--- src/rtl/fp_minmax_reduce.sv ---
// Streaming IEEE-754 min/max reduction over masked multi-beat packets, reporting winner index and invalid flag.
// Latency: result valid the cycle after the in_last beat is accepted; one packet per (beats+1) cycles.
// Backpressure: in_ready_o drops while a result is held; the result waits until out_ready_i handshakes it.
//
// Ports:
//   clk_i, rst_ni                      clock, synchronous active-low reset
//   in_valid_i / in_ready_o            input beat handshake
//   in_data_i, in_mask_i, in_last_i    LANES operands (lane i at [i*W +: W]), lane enables, end of packet
//   op_max_i                           1 = MAX, 0 = MIN, taken from the first beat of a packet
//   out_valid_o / out_ready_i          result handshake
//   out_data_o, out_idx_o              reduced value and index (beat*LANES+lane) of the winner
//   out_nv_o, out_empty_o              sNaN seen among unmasked lanes; no unmasked non-NaN element
module fp_minmax_reduce #(
    parameter int EXP_W = 8,
    parameter int MAN_W = 23,
    parameter int LANES = 4,
    parameter int IDX_W = 8
) (
    input  logic                             clk_i,
    input  logic                             rst_ni,
    input  logic                             in_valid_i,
    output logic                             in_ready_o,
    input  logic [LANES*(1+EXP_W+MAN_W)-1:0] in_data_i,
    input  logic [LANES-1:0]                 in_mask_i,
    input  logic                             in_last_i,
    input  logic                             op_max_i,
    output logic                             out_valid_o,
    input  logic                             out_ready_i,
    output logic [(1+EXP_W+MAN_W)-1:0]       out_data_o,
    output logic [IDX_W-1:0]                 out_idx_o,
    output logic                             out_nv_o,
    output logic                             out_empty_o
);

    localparam int W = 1 + EXP_W + MAN_W;
    // Tree width rounded up to a power of two; padding lanes behave as masked.
    localparam int P = (LANES <= 1) ? 1 : (1 << $clog2(LANES));
    localparam logic [W-1:0] CNAN = {1'b0, {EXP_W{1'b1}}, 1'b1, {(MAN_W-1){1'b0}}};

    typedef struct packed {
        logic [W-1:0]     val;
        logic [IDX_W-1:0] idx;
    } elem_t;

    typedef enum logic [1:0] {
        S_IDLE = 2'd0,
        S_ACC  = 2'd1,
        S_OUT  = 2'd2
    } state_t;

    // ------------------------------------------------------------------
    // Floating-point helpers
    // ------------------------------------------------------------------
    function automatic logic is_nan(input logic [W-1:0] v);
        return (&v[W-2:MAN_W]) && (|v[MAN_W-1:0]);
    endfunction

    // Quiet bit clear and remaining fraction non-zero.
    function automatic logic is_snan(input logic [W-1:0] v);
        return (&v[W-2:MAN_W]) && !v[MAN_W-1] && (|v[MAN_W-2:0]);
    endfunction

    // Map the encoding onto an unsigned key whose order is the numeric
    // order: negatives are bit-inverted, positives get the top bit set.
    // This places -0 just below +0 and keeps infinities at the ends.
    function automatic logic [W-1:0] ord_key(input logic [W-1:0] v);
        return v[W-1] ? ~v : {1'b1, v[W-2:0]};
    endfunction

    // Two-element combine. Callers always pass the lower-index element as
    // 'a', so keeping 'a' on equal keys gives the lower-index tie rule.
    function automatic elem_t pick(input elem_t a, input elem_t b, input logic mx);
        logic         a_nan;
        logic         b_nan;
        logic         b_wins;
        logic [W-1:0] ka;
        logic [W-1:0] kb;
        elem_t        r;
        a_nan  = is_nan(a.val);
        b_nan  = is_nan(b.val);
        ka     = ord_key(a.val);
        kb     = ord_key(b.val);
        b_wins = mx ? (kb > ka) : (kb < ka);
        r      = a;
        if (a_nan && b_nan) begin
            r.val = CNAN;
            r.idx = a.idx;
        end else if (a_nan) begin
            r = b;
        end else if (b_nan) begin
            r = a;
        end else if (b_wins) begin
            r = b;
        end
        return r;
    endfunction

    // Heap-ordered reduction tree over one beat: leaves at [P..2P-1],
    // node k combines children 2k (lower lanes) and 2k+1.
    function automatic elem_t reduce_beat(input logic [P*W-1:0]  d,
                                          input logic [P-1:0]    m,
                                          input logic [IDX_W-1:0] base,
                                          input logic            mx);
        elem_t node [1:2*P-1];
        for (int i = 0; i < P; i++) begin
            node[P+i].idx = base + IDX_W'(i);
            node[P+i].val = m[i] ? d[i*W +: W] : CNAN;
        end
        for (int k = P - 1; k >= 1; k--) begin
            node[k] = pick(node[2*k], node[2*k+1], mx);
        end
        return node[1];
    endfunction

    // ------------------------------------------------------------------
    // State
    // ------------------------------------------------------------------
    state_t           state_q, state_d;
    elem_t            acc_q, acc_d;
    logic [IDX_W-1:0] cnt_q, cnt_d;
    logic             nv_q, nv_d;
    logic             op_q, op_d;
    logic [W-1:0]     out_data_q, out_data_d;
    logic [IDX_W-1:0] out_idx_q, out_idx_d;
    logic             out_nv_q, out_nv_d;
    logic             out_empty_q, out_empty_d;

    logic             accept;
    logic             release_out;
    logic             op_eff;
    logic [P*W-1:0]   data_pad;
    logic [P-1:0]     mask_pad;
    logic [IDX_W-1:0] beat_base;
    elem_t            beat_res;
    elem_t            fold;
    logic             beat_snan;

    assign accept      = in_valid_i && in_ready_o;
    assign release_out = out_valid_o && out_ready_i;

    // The first beat of a packet uses the live op input; later beats use
    // the value captured on that first beat.
    assign op_eff    = (state_q == S_IDLE) ? op_max_i : op_q;
    assign data_pad  = (P*W)'(in_data_i);
    assign mask_pad  = P'(in_mask_i);
    assign beat_base = IDX_W'(cnt_q * LANES);
    assign beat_res  = reduce_beat(data_pad, mask_pad, beat_base, op_eff);
    // Accumulator holds earlier beats, i.e. lower indices, so it goes left.
    assign fold      = pick(acc_q, beat_res, op_eff);

    always_comb begin
        beat_snan = 1'b0;
        for (int i = 0; i < LANES; i++) begin
            if (in_mask_i[i] && is_snan(in_data_i[i*W +: W])) begin
                beat_snan = 1'b1;
            end
        end
    end

    // ------------------------------------------------------------------
    // FSM: state register
    // ------------------------------------------------------------------
    always_ff @(posedge clk_i) begin
        if (!rst_ni) begin
            state_q <= S_IDLE;
        end else begin
            state_q <= state_d;
        end
    end

    // FSM: next state
    always_comb begin
        state_d = state_q;
        case (state_q)
            S_IDLE: begin
                if (accept) begin
                    state_d = in_last_i ? S_OUT : S_ACC;
                end
            end
            S_ACC: begin
                if (accept && in_last_i) begin
                    state_d = S_OUT;
                end
            end
            S_OUT: begin
                if (out_ready_i) begin
                    state_d = S_IDLE;
                end
            end
            default: state_d = S_IDLE;
        endcase
    end

    // FSM: outputs
    always_comb begin
        in_ready_o  = 1'b0;
        out_valid_o = 1'b0;
        case (state_q)
            S_IDLE:  in_ready_o  = 1'b1;
            S_ACC:   in_ready_o  = 1'b1;
            S_OUT:   out_valid_o = 1'b1;
            default: in_ready_o  = 1'b0;
        endcase
    end

    // ------------------------------------------------------------------
    // Datapath next state
    // ------------------------------------------------------------------
    always_comb begin
        acc_d       = acc_q;
        cnt_d       = cnt_q;
        nv_d        = nv_q;
        op_d        = op_q;
        out_data_d  = out_data_q;
        out_idx_d   = out_idx_q;
        out_nv_d    = out_nv_q;
        out_empty_d = out_empty_q;

        if (accept) begin
            acc_d = fold;
            nv_d  = nv_q | beat_snan;
            cnt_d = cnt_q + 1'b1;
            if (state_q == S_IDLE) begin
                op_d = op_max_i;
            end
            if (in_last_i) begin
                out_data_d  = fold.val;
                out_idx_d   = fold.idx;
                out_nv_d    = nv_q | beat_snan;
                // Only NaN can survive the fold when nothing numeric was seen.
                out_empty_d = is_nan(fold.val);
            end
        end

        if (release_out) begin
            acc_d.val = CNAN;
            acc_d.idx = '0;
            cnt_d     = '0;
            nv_d      = 1'b0;
        end
    end

    always_ff @(posedge clk_i) begin
        if (!rst_ni) begin
            acc_q.val   <= CNAN;
            acc_q.idx   <= '0;
            cnt_q       <= '0;
            nv_q        <= 1'b0;
            op_q        <= 1'b0;
            out_data_q  <= '0;
            out_idx_q   <= '0;
            out_nv_q    <= 1'b0;
            out_empty_q <= 1'b0;
        end else begin
            acc_q       <= acc_d;
            cnt_q       <= cnt_d;
            nv_q        <= nv_d;
            op_q        <= op_d;
            out_data_q  <= out_data_d;
            out_idx_q   <= out_idx_d;
            out_nv_q    <= out_nv_d;
            out_empty_q <= out_empty_d;
        end
    end

    assign out_data_o  = out_data_q;
    assign out_idx_o   = out_idx_q;
    assign out_nv_o    = out_nv_q;
    assign out_empty_o = out_empty_q;

endmodule
--- config.mk ---
export PLATFORM = sky130hd
export DESIGN_NAME = fp_minmax_reduce
export DESIGN_NICKNAME = d
export VERILOG_FILES = /design/src/rtl/fp_minmax_reduce.sv
export SDC_FILE = /design/constraint.sdc
export NUM_CORES = 1
export LEC_CHECK = 0
export BUFFER_PORTS_ARGS = -buffer_cell sky130_fd_sc_hd__buf_2
export CAP_MARGIN = 20
export CORE_MARGIN = 5
export CORE_UTILIZATION = 55
export CTS_BUF_LIST = sky130_fd_sc_hd__clkbuf_16
export DETAILED_ROUTE_END_ITERATION = 10
export HOLD_SLACK_MARGIN = 0.12
export PLACE_DENSITY = 0.79
export SLEW_MARGIN = 10
export SYNTH_ARGS = -nofsm -noshare
export SYNTH_HDL_FRONTEND = slang
export SYNTH_SLANG_ARGS = --single-unit
--- constraint.sdc ---
create_clock -name clk_i -period 14.1 [get_ports clk_i]
set_input_delay 2.82 -clock clk_i [delete_from_list [all_inputs] [get_ports clk_i]]
set_output_delay 2.82 -clock clk_i [all_outputs]
set_load 0.05 [all_outputs]
; Word-level counts from Yosys, hierarchy flattened
; Cells that the tools add are included.
[word_totals]
regBits = 94
in_bits = 138
out_inout_bits = 44
wordCells = 144
[classes]
n_addsub = 4
n_lt_le_gt_ge = 8
n_eq_ne = 5
mux = 44
n_bitwise = 10
n_reduce_logical = 63
[ops]
columns = op, count
row1 = 40-bit 2-to-1 mux, 16
row2 = 32-bit 2-to-1 mux, 12
row3 = 32-bit NOT, 8
row4 = 23-bit OR reduction, 9
row5 = 32-bit greater-than comparator, 4
row6 = 32-bit < comparator, 4
row7 = 8-bit AND reduction, 13
row8 = 22-bit OR reduction, 4
row9 = 1-bit logical AND, 28
row10 = "8-bit by 1-bit adder with 8-bit output, second input constant", 2
row11 = "8-bit by 2-bit adder with 8-bit output, second input constant", 2
row12 = 1-bit 2-to-1 mux, 11
row13 = 2-bit 2-to-1 mux, 4
row14 = "2-bit != test, second input constant", 3
row15 = 2-bit one-hot mux with 3 select lines, 1
row16 = 1-bit zero test, 4
row17 = 2-bit OR reduction, 2
row18 = 3-bit AND reduction, 1
row19 = "2-bit by 1-bit equality test with 1-bit output, second input constant", 1
row20 = "2-bit equality test, second input constant", 1
row21 = 2-bit zero test, 1
row22 = 2-bit AND reduction, 1
row23 = 1-bit NOT, 1
row24 = 1-bit bitwise OR, 1

; Longest topological paths before layout
[depth]
word_depth = 27
mapped_depth = 42

; Worst setup path after synthesis
; Ideal clock, no wire load.
[synth_path]
path_type = input -> register
from = input in_data_i[31]
to = register out_empty_q (netlist: out_empty_o)
setup_ns = 0.131
arrival_ns = 11.521
required_time_ns = 13.969
slack_ns = 2.448
stages = 39
path_cell_list = clkbuf_1 -> buf_1 -> xnor2_1 -> and2_1 -> ha_1 -> nand4_2 -> or4_1 -> a311o_1 -> a31o_1 -> o211a_2 -> a21oi_2 -> buf_6 -> a22oi_1 -> buf_6 -> buf_2 -> xnor2_1 -> ha_1 -> nand4_1 -> [... 3 more ...] -> nor3_2 -> buf_2 -> mux2_2 -> buf_6 -> buf_6 -> xor2_1 -> ha_1 -> nand4_1 -> or4_1 -> nor2_1 -> o31ai_1 -> and2_1 -> o311a_1 -> nor2_1 -> a222oi_1 -> or3b_1 -> nor4_1 -> a31oi_1
[synth_between]
elab_chain_cells = 27
word_cells_on_any_way = 39
classes_between = 6 x order compare / 19 x mux / 3 x bitwise / 11 x reduce/logical
[synth_lines]
columns = element, line
row1 = "start, declared", 23  ; input logic [LANES*(1+EXP_W+MAN_W)-1:0] in_data_i,
row2 = 32-bit 2-to-1 mux (*), 107  ; node[P+i].val = m[i] ? d[i*W +: W] : CNAN;
row3 = 32-bit NOT, 67  ; return v[W-1] ? ~v : {1'b1, v[W-2:0]};
row4 = 32-bit 2-to-1 mux, 67
row5 = 32-bit < comparator / 32-bit greater-than comparator (equally long branches), 83  ; b_wins = mx ? (kb > ka) : (kb < ka);
row6 = 1-bit 2-to-1 mux, 83
row7 = 40-bit 2-to-1 mux, 92  ; end else if (b_wins) begin
row8 = 40-bit 2-to-1 mux (*), 90  ; end else if (b_nan) begin
row9 = 40-bit 2-to-1 mux (*), 88  ; end else if (a_nan) begin
row10 = [... 11 more ...], --
row11 = 32-bit < comparator / 32-bit greater-than comparator (equally long branches), 83
row12 = 1-bit 2-to-1 mux, 83
row13 = 40-bit 2-to-1 mux, 92
row14 = 40-bit 2-to-1 mux, 90
row15 = 40-bit 2-to-1 mux, 88
row16 = 40-bit 2-to-1 mux (*), 85  ; if (a_nan && b_nan) begin
row17 = 23-bit OR reduction / 8-bit AND reduction (equally long branches), 55  ; return (&v[W-2:MAN_W]) && (|v[MAN_W-1:0]);
row18 = 1-bit logical AND (*), 55
row19 = "end signal, assigned", 262  ; out_empty_q <= out_empty_d;
row20 = "end, declared", 126  ; logic out_empty_q, out_empty_d;
; Every way passes the cells marked *; elsewhere a longest branch is shown, timed or not.
; A chain may end at the register's enable or synchronous reset.

; Final worst setup path
[layout_path]
from = input in_data_i[127]
to = register out_empty_q (netlist: out_empty_o)
[layout_between]
elab_chain_cells = 27
word_cells_on_any_way = 39
classes_between = 6 x order compare / 19 x mux / 3 x bitwise / 11 x reduce/logical
[layout_lines]
columns = element, line
row1 = 32-bit 2-to-1 mux (*), 107
row2 = 32-bit NOT, 67
row3 = 32-bit 2-to-1 mux, 67
row4 = 32-bit < comparator / 32-bit greater-than comparator (equally long branches), 83
row5 = 1-bit 2-to-1 mux, 83
row6 = 40-bit 2-to-1 mux, 92
row7 = 40-bit 2-to-1 mux, 90
row8 = 40-bit 2-to-1 mux (*), 88
row9 = [... 11 more ...], --
row10 = 32-bit < comparator / 32-bit greater-than comparator (equally long branches), 83
row11 = 1-bit 2-to-1 mux, 83
row12 = 40-bit 2-to-1 mux, 92
row13 = 40-bit 2-to-1 mux, 90
row14 = 40-bit 2-to-1 mux, 88
row15 = 40-bit 2-to-1 mux (*), 85
row16 = 23-bit OR reduction / 8-bit AND reduction (equally long branches), 55
row17 = 1-bit logical AND (*), 55
; Marked as above.

==> impl.org <==
** Place
- HPWL reported at the end of detailed placement :: 31480 um
- Weighted congestion reported at the end of routability-driven placement :: 1.027
- Before CTS, the worst setup slack after placement is 0.8147 ns.
- The number of placed instances, taps included, is 1931.
- Total of buffers placed on input and output ports :: 181

** Drt
- After detailed routing, the number of vias per cell comes to 6.531.
- Average wire length per cell after detail routing :: 20.76 um
- Via total after detailed routing :: 12730
- In the routed design, unresolved DRC markers number 0.
- Count of TritonRoute iterations in the first routing pass :: 7
- Final Routed Wirelength :: 40450 um
- In this run the remaining antenna-violating nets after routing total 0.
- Initial drt markers :: 1522

** Final layout
- Leaving out fill and tap cells, the most frequent cell in the layout is nor2_1.
- Post-layout net count :: 1937
- Area added between synthesis and finish :: 11.11%
- Measured on the finished design, the core utilization comes to 0.6227.
- Of the cells placed in the final design, the portion with a size suffix greater than 1 is 0.1619.
- Antenna diode count :: 0
- For this run, the number of standard cells in the final layout without fillers is 1949.
- Most frequent cells in the layout :: nor2_1, buf_2, nand2_1

** CTS
- After clock tree synthesis, the clock-pin slew on the worst setup and hold paths is 0.07 ns.
- For the worst-skew pair, the clock arrives at the later sink with an insertion delay of 0.35 ns.
- CTS saw 92 sinks.
- In this run the deepest clock path goes through 2 buffers.
- Number of gates resized after CTS :: 0
- Post-CTS setup repair buffer count :: 0
- The H-tree generated during clock tree synthesis spans 3 levels.
- Inserted Clock Buffers :: 9
- TritonCTS built the clock tree.
- Buffer type at the clock tree root :: clkbuf_16
- In this run, post-CTS hold repair placed 0 buffers.

** Pwr
- Power Internal :: 0.8222 mW
- The analysis attributes to cell leakage a power of 5.491 nW.
- Of the total power, the share spent switching nets is 0.4887.
- IR analysis of the VDD net gives a maximum drop of 92.06 uV.
- The share of total power dissipated in the clock network is 0.152.
- Total power per unit cell area :: 122.1 mW/mm2
- Combinational power share :: 0.647
- Relative contribution of sequential cells to total power :: 0.201
- Net load switching power :: 0.7859 mW

** Global route
- The initial antenna violation count was 0.
- For this run, global-route usage on met1 was measured as 0.3971.
- Summed over all layers, the global routing overflow is 0.
- Met2 layer usage reported by global route :: 0.5090
- Via count of the first global-routing pass :: 12100
- Global routing usage on met3 :: 0.07992
- First-pass GRT wire length :: 63180 um
- Most crowded layer after global routing :: met2
- Total global-route track usage :: 0.3176
- Maximum number of pins on one net before global-route repair :: 55

** STA
- Of the available clock period, the critical path in the final layout requires 0.9418.
- In the post-route analysis, the smallest setup slack over all paths is 0.8201 ns.
- Setup repair after global routing left no endpoint under its margin.
- Headroom to the max-slew limit came out at 0.2822.
- Peak clock frequency supported by timing :: 75.30 MHz
- Total setup violations reported at the end of the flow :: 0
- Tightest hold margin :: 0.4499 ns
- At the pin with the least slew margin, the transition time is 1.050 ns.
- Between clock sinks in the finished design, the worst skew comes to 0.01174 ns.
- Subtracting the final worst setup slack from the clock period gives 13.28 ns.
- Number of max-slew violations in the final report :: 0
- Setup total negative slack on the finished layout was measured at 0 ns.
- The count of endpoints failing hold in the final timing report came to 0.

** Setup path
- The worst setup path is captured at a flop.
- The worst register-to-register path ends at out_empty_o$_SDFFE_PN0P_.
- Endpoint required time on the critical path :: 14.32 ns
- The largest individual stage delay along the critical path comes from the cell buf_2.
- Largest stage delay, worst path :: 0.69 ns
- Worst Path Max Fanout :: 33
- The critical path is of the in -> reg type.
- STA classifies the critical path startpoint as an input pin.
- Launching point of the worst reg2reg path :: state_q[0]$_SDFFE_PN0P_
- Data arrives at the worst endpoint at 13.50 ns.
- Tracing the worst setup path back leads to its startpoint at in_data_i[127].
- Worst reg2reg setup slack :: 4.37 ns
- Capture point of the critical path :: out_empty_o$_SDFFE_PN0P_
- Measured in cells, the most critical reg-to-reg path has a length of 32.

** Floorplan
- The die covers 0.02459 mm2.
- The floorplan step set the die height to 156.8 um.
- Site Rows :: 53
- Core ar. :: 0.02115 mm2
- 182 I/O pins were placed.
- X dimension of the die :: 156.8 um
- For this configuration, the core starts out at a cell density of 0.5604.

** Synth
- Largest cells by area after synthesis :: dfxtp_1, ha_1, xnor2_1
- The most used flip-flop cell after synthesis is dfxtp_1.
- Library cell with the largest summed area after synthesis :: dfxtp_1
- Averaged over all synthesized cells, the footprint is 7.658 um2.
- Of the post-synthesis cell area, the dominant cell type holds 0.1554.
- Sequential fraction of the synthesis area :: 0.1554
- Count of yosys warnings during synthesis :: 0
- The mapped netlist covers 0.01186 mm2.
- Post-synth net total :: 1815
- In the synthesized netlist the async set-or-reset flop fraction comes to 0.
- Counting distinct cell types in the post-synthesis netlist gives 90.
- Number of flops mapped to enable cells by yosys :: 0
- Post-synthesis register bit count :: 92
- Synthesized netlist cell count :: 1548

** Min path
- Worst hold-check path type :: reg -> reg

** Job
- Max-cap violations :: 0

** Outcome
- The run finished with clean final reports.
through the flow:
step	power [mW]	cell area, um2
floorplan	1.071	11860
global placement	1.304	12850
detailed placement	1.332	12850
CTS	1.580	13150
global route	1.712	13170
finish	1.608	13170
power by group through the flow:
stage                     sequential (mW)  combinational [mW]  clock, mW
after floorplan                     0.355               0.716          0
after global placement              0.326               0.978          0
after detailed placement            0.327                1.01          0
after CTS                           0.321                1.01      0.246
after global routing                0.325                1.13      0.256
final                               0.322                1.04      0.245
cell families after synthesis:
| logic type | after synthesis | synth area share |
|---|---|---|
| AO/OA/AOI/OAI | 380 | 0.2355 |
| XOR/XNOR | 252 | 0.1862 |
| adder cells (fa/ha/maj) | 129 | 0.1361 |
| buffers and inverters | 115 | 0.04475 |
| flip-flops | 92 | 0.1554 |
| multiplexers | 37 | 0.03177 |
| AND/OR/NAND/NOR | 543 | 0.2103 |
cells in the mapped netlist (7+ instances only):
cell      number
a211oi_1      39
a21o_1        13
a21oi_1       85
a221o_1        7
a22oi_1       29
a311oi_1       7
a31oi_1        8
and2_1        20
buf_1         17
buf_2         19
buf_6          9
clkbuf_1      50
dfxtp_1       92
ha_1         129
inv_1         16
mux2i_1       32
nand2_1      174
nand2b_1       7
nand3_1       21
nand4_1       38
nor2_1       191
nor3_1        20
nor4_1        34
o211a_1        9
o211ai_1      16
o21a_1        17
o21ai_0       32
o22ai_1       14
o31ai_1        7
or3_1          8
xnor2_1      153
xor2_1        99
area by class of cell:
type | instances | area, um2
Multi-Input combinational cell | 1341 | 9513
Fill cell | 1890 | 7981
Clock buffer | 9 | 225.2
Clock inverter | 6 | 66.31
Timing Repair Buffer | 208 | 1114
Sequential cell | 92 | 1843
Tap cell | 275 | 344.1
Inverter | 18 | 67.56
worst min-delay path by stage:
| stage | slack, ns | endpoint | startpoint | depth (start not counted) |
|---|---|---|---|---|
| floorplan | 0.45 | state_q[0]$_SDFFE_PN0P_ | state_q[1]$_SDFFE_PN0P_ | 1 |
| CTS | 0.45 | out_data_o[18]$_SDFFE_PN0P_ | out_data_o[18]$_SDFFE_PN0P_ | 2 |
| global route | 0.49 | out_data_o[24]$_SDFFE_PN0P_ | out_data_o[24]$_SDFFE_PN0P_ | 2 |
| detailed placement | 0.44 | out_data_o[18]$_SDFFE_PN0P_ | out_data_o[18]$_SDFFE_PN0P_ | 2 |
| global placement | 0.44 | out_data_o[26]$_SDFFE_PN0P_ | out_data_o[26]$_SDFFE_PN0P_ | 2 |
| finish | 0.45 | out_data_o[18]$_SDFFE_PN0P_ | out_data_o[18]$_SDFFE_PN0P_ | 2 |
worst max-delay path, delay by kind of cell:
family / cells / cell delay, ns
adder cells (fa/ha/maj): 3 / 0.99
AO/OA/AOI/OAI: 12 / 2.80
XOR/XNOR: 3 / 0.45
AND/OR/NAND/NOR: 14 / 3.99
buffers and inverters: 4 / 1.83
multiplexers: 1 / 0.58
flip-flops by register name, indices dropped and copies added, names as in the netlist:
register	count
op_q	1
state_q	2
acc_q	40
out_data_o	32
out_empty_o	1
nv_q	1
out_idx_o	8
out_nv_o	1
cnt_q	6
per-layer routing:
metal  up-vias  share of wire
met3       184           0.11
met4         0          0.052
met2       749           0.45
li1       5868              -
met5         -              0
met1      5928           0.39
Note: power is estimated with default switching activity, not from simulation.
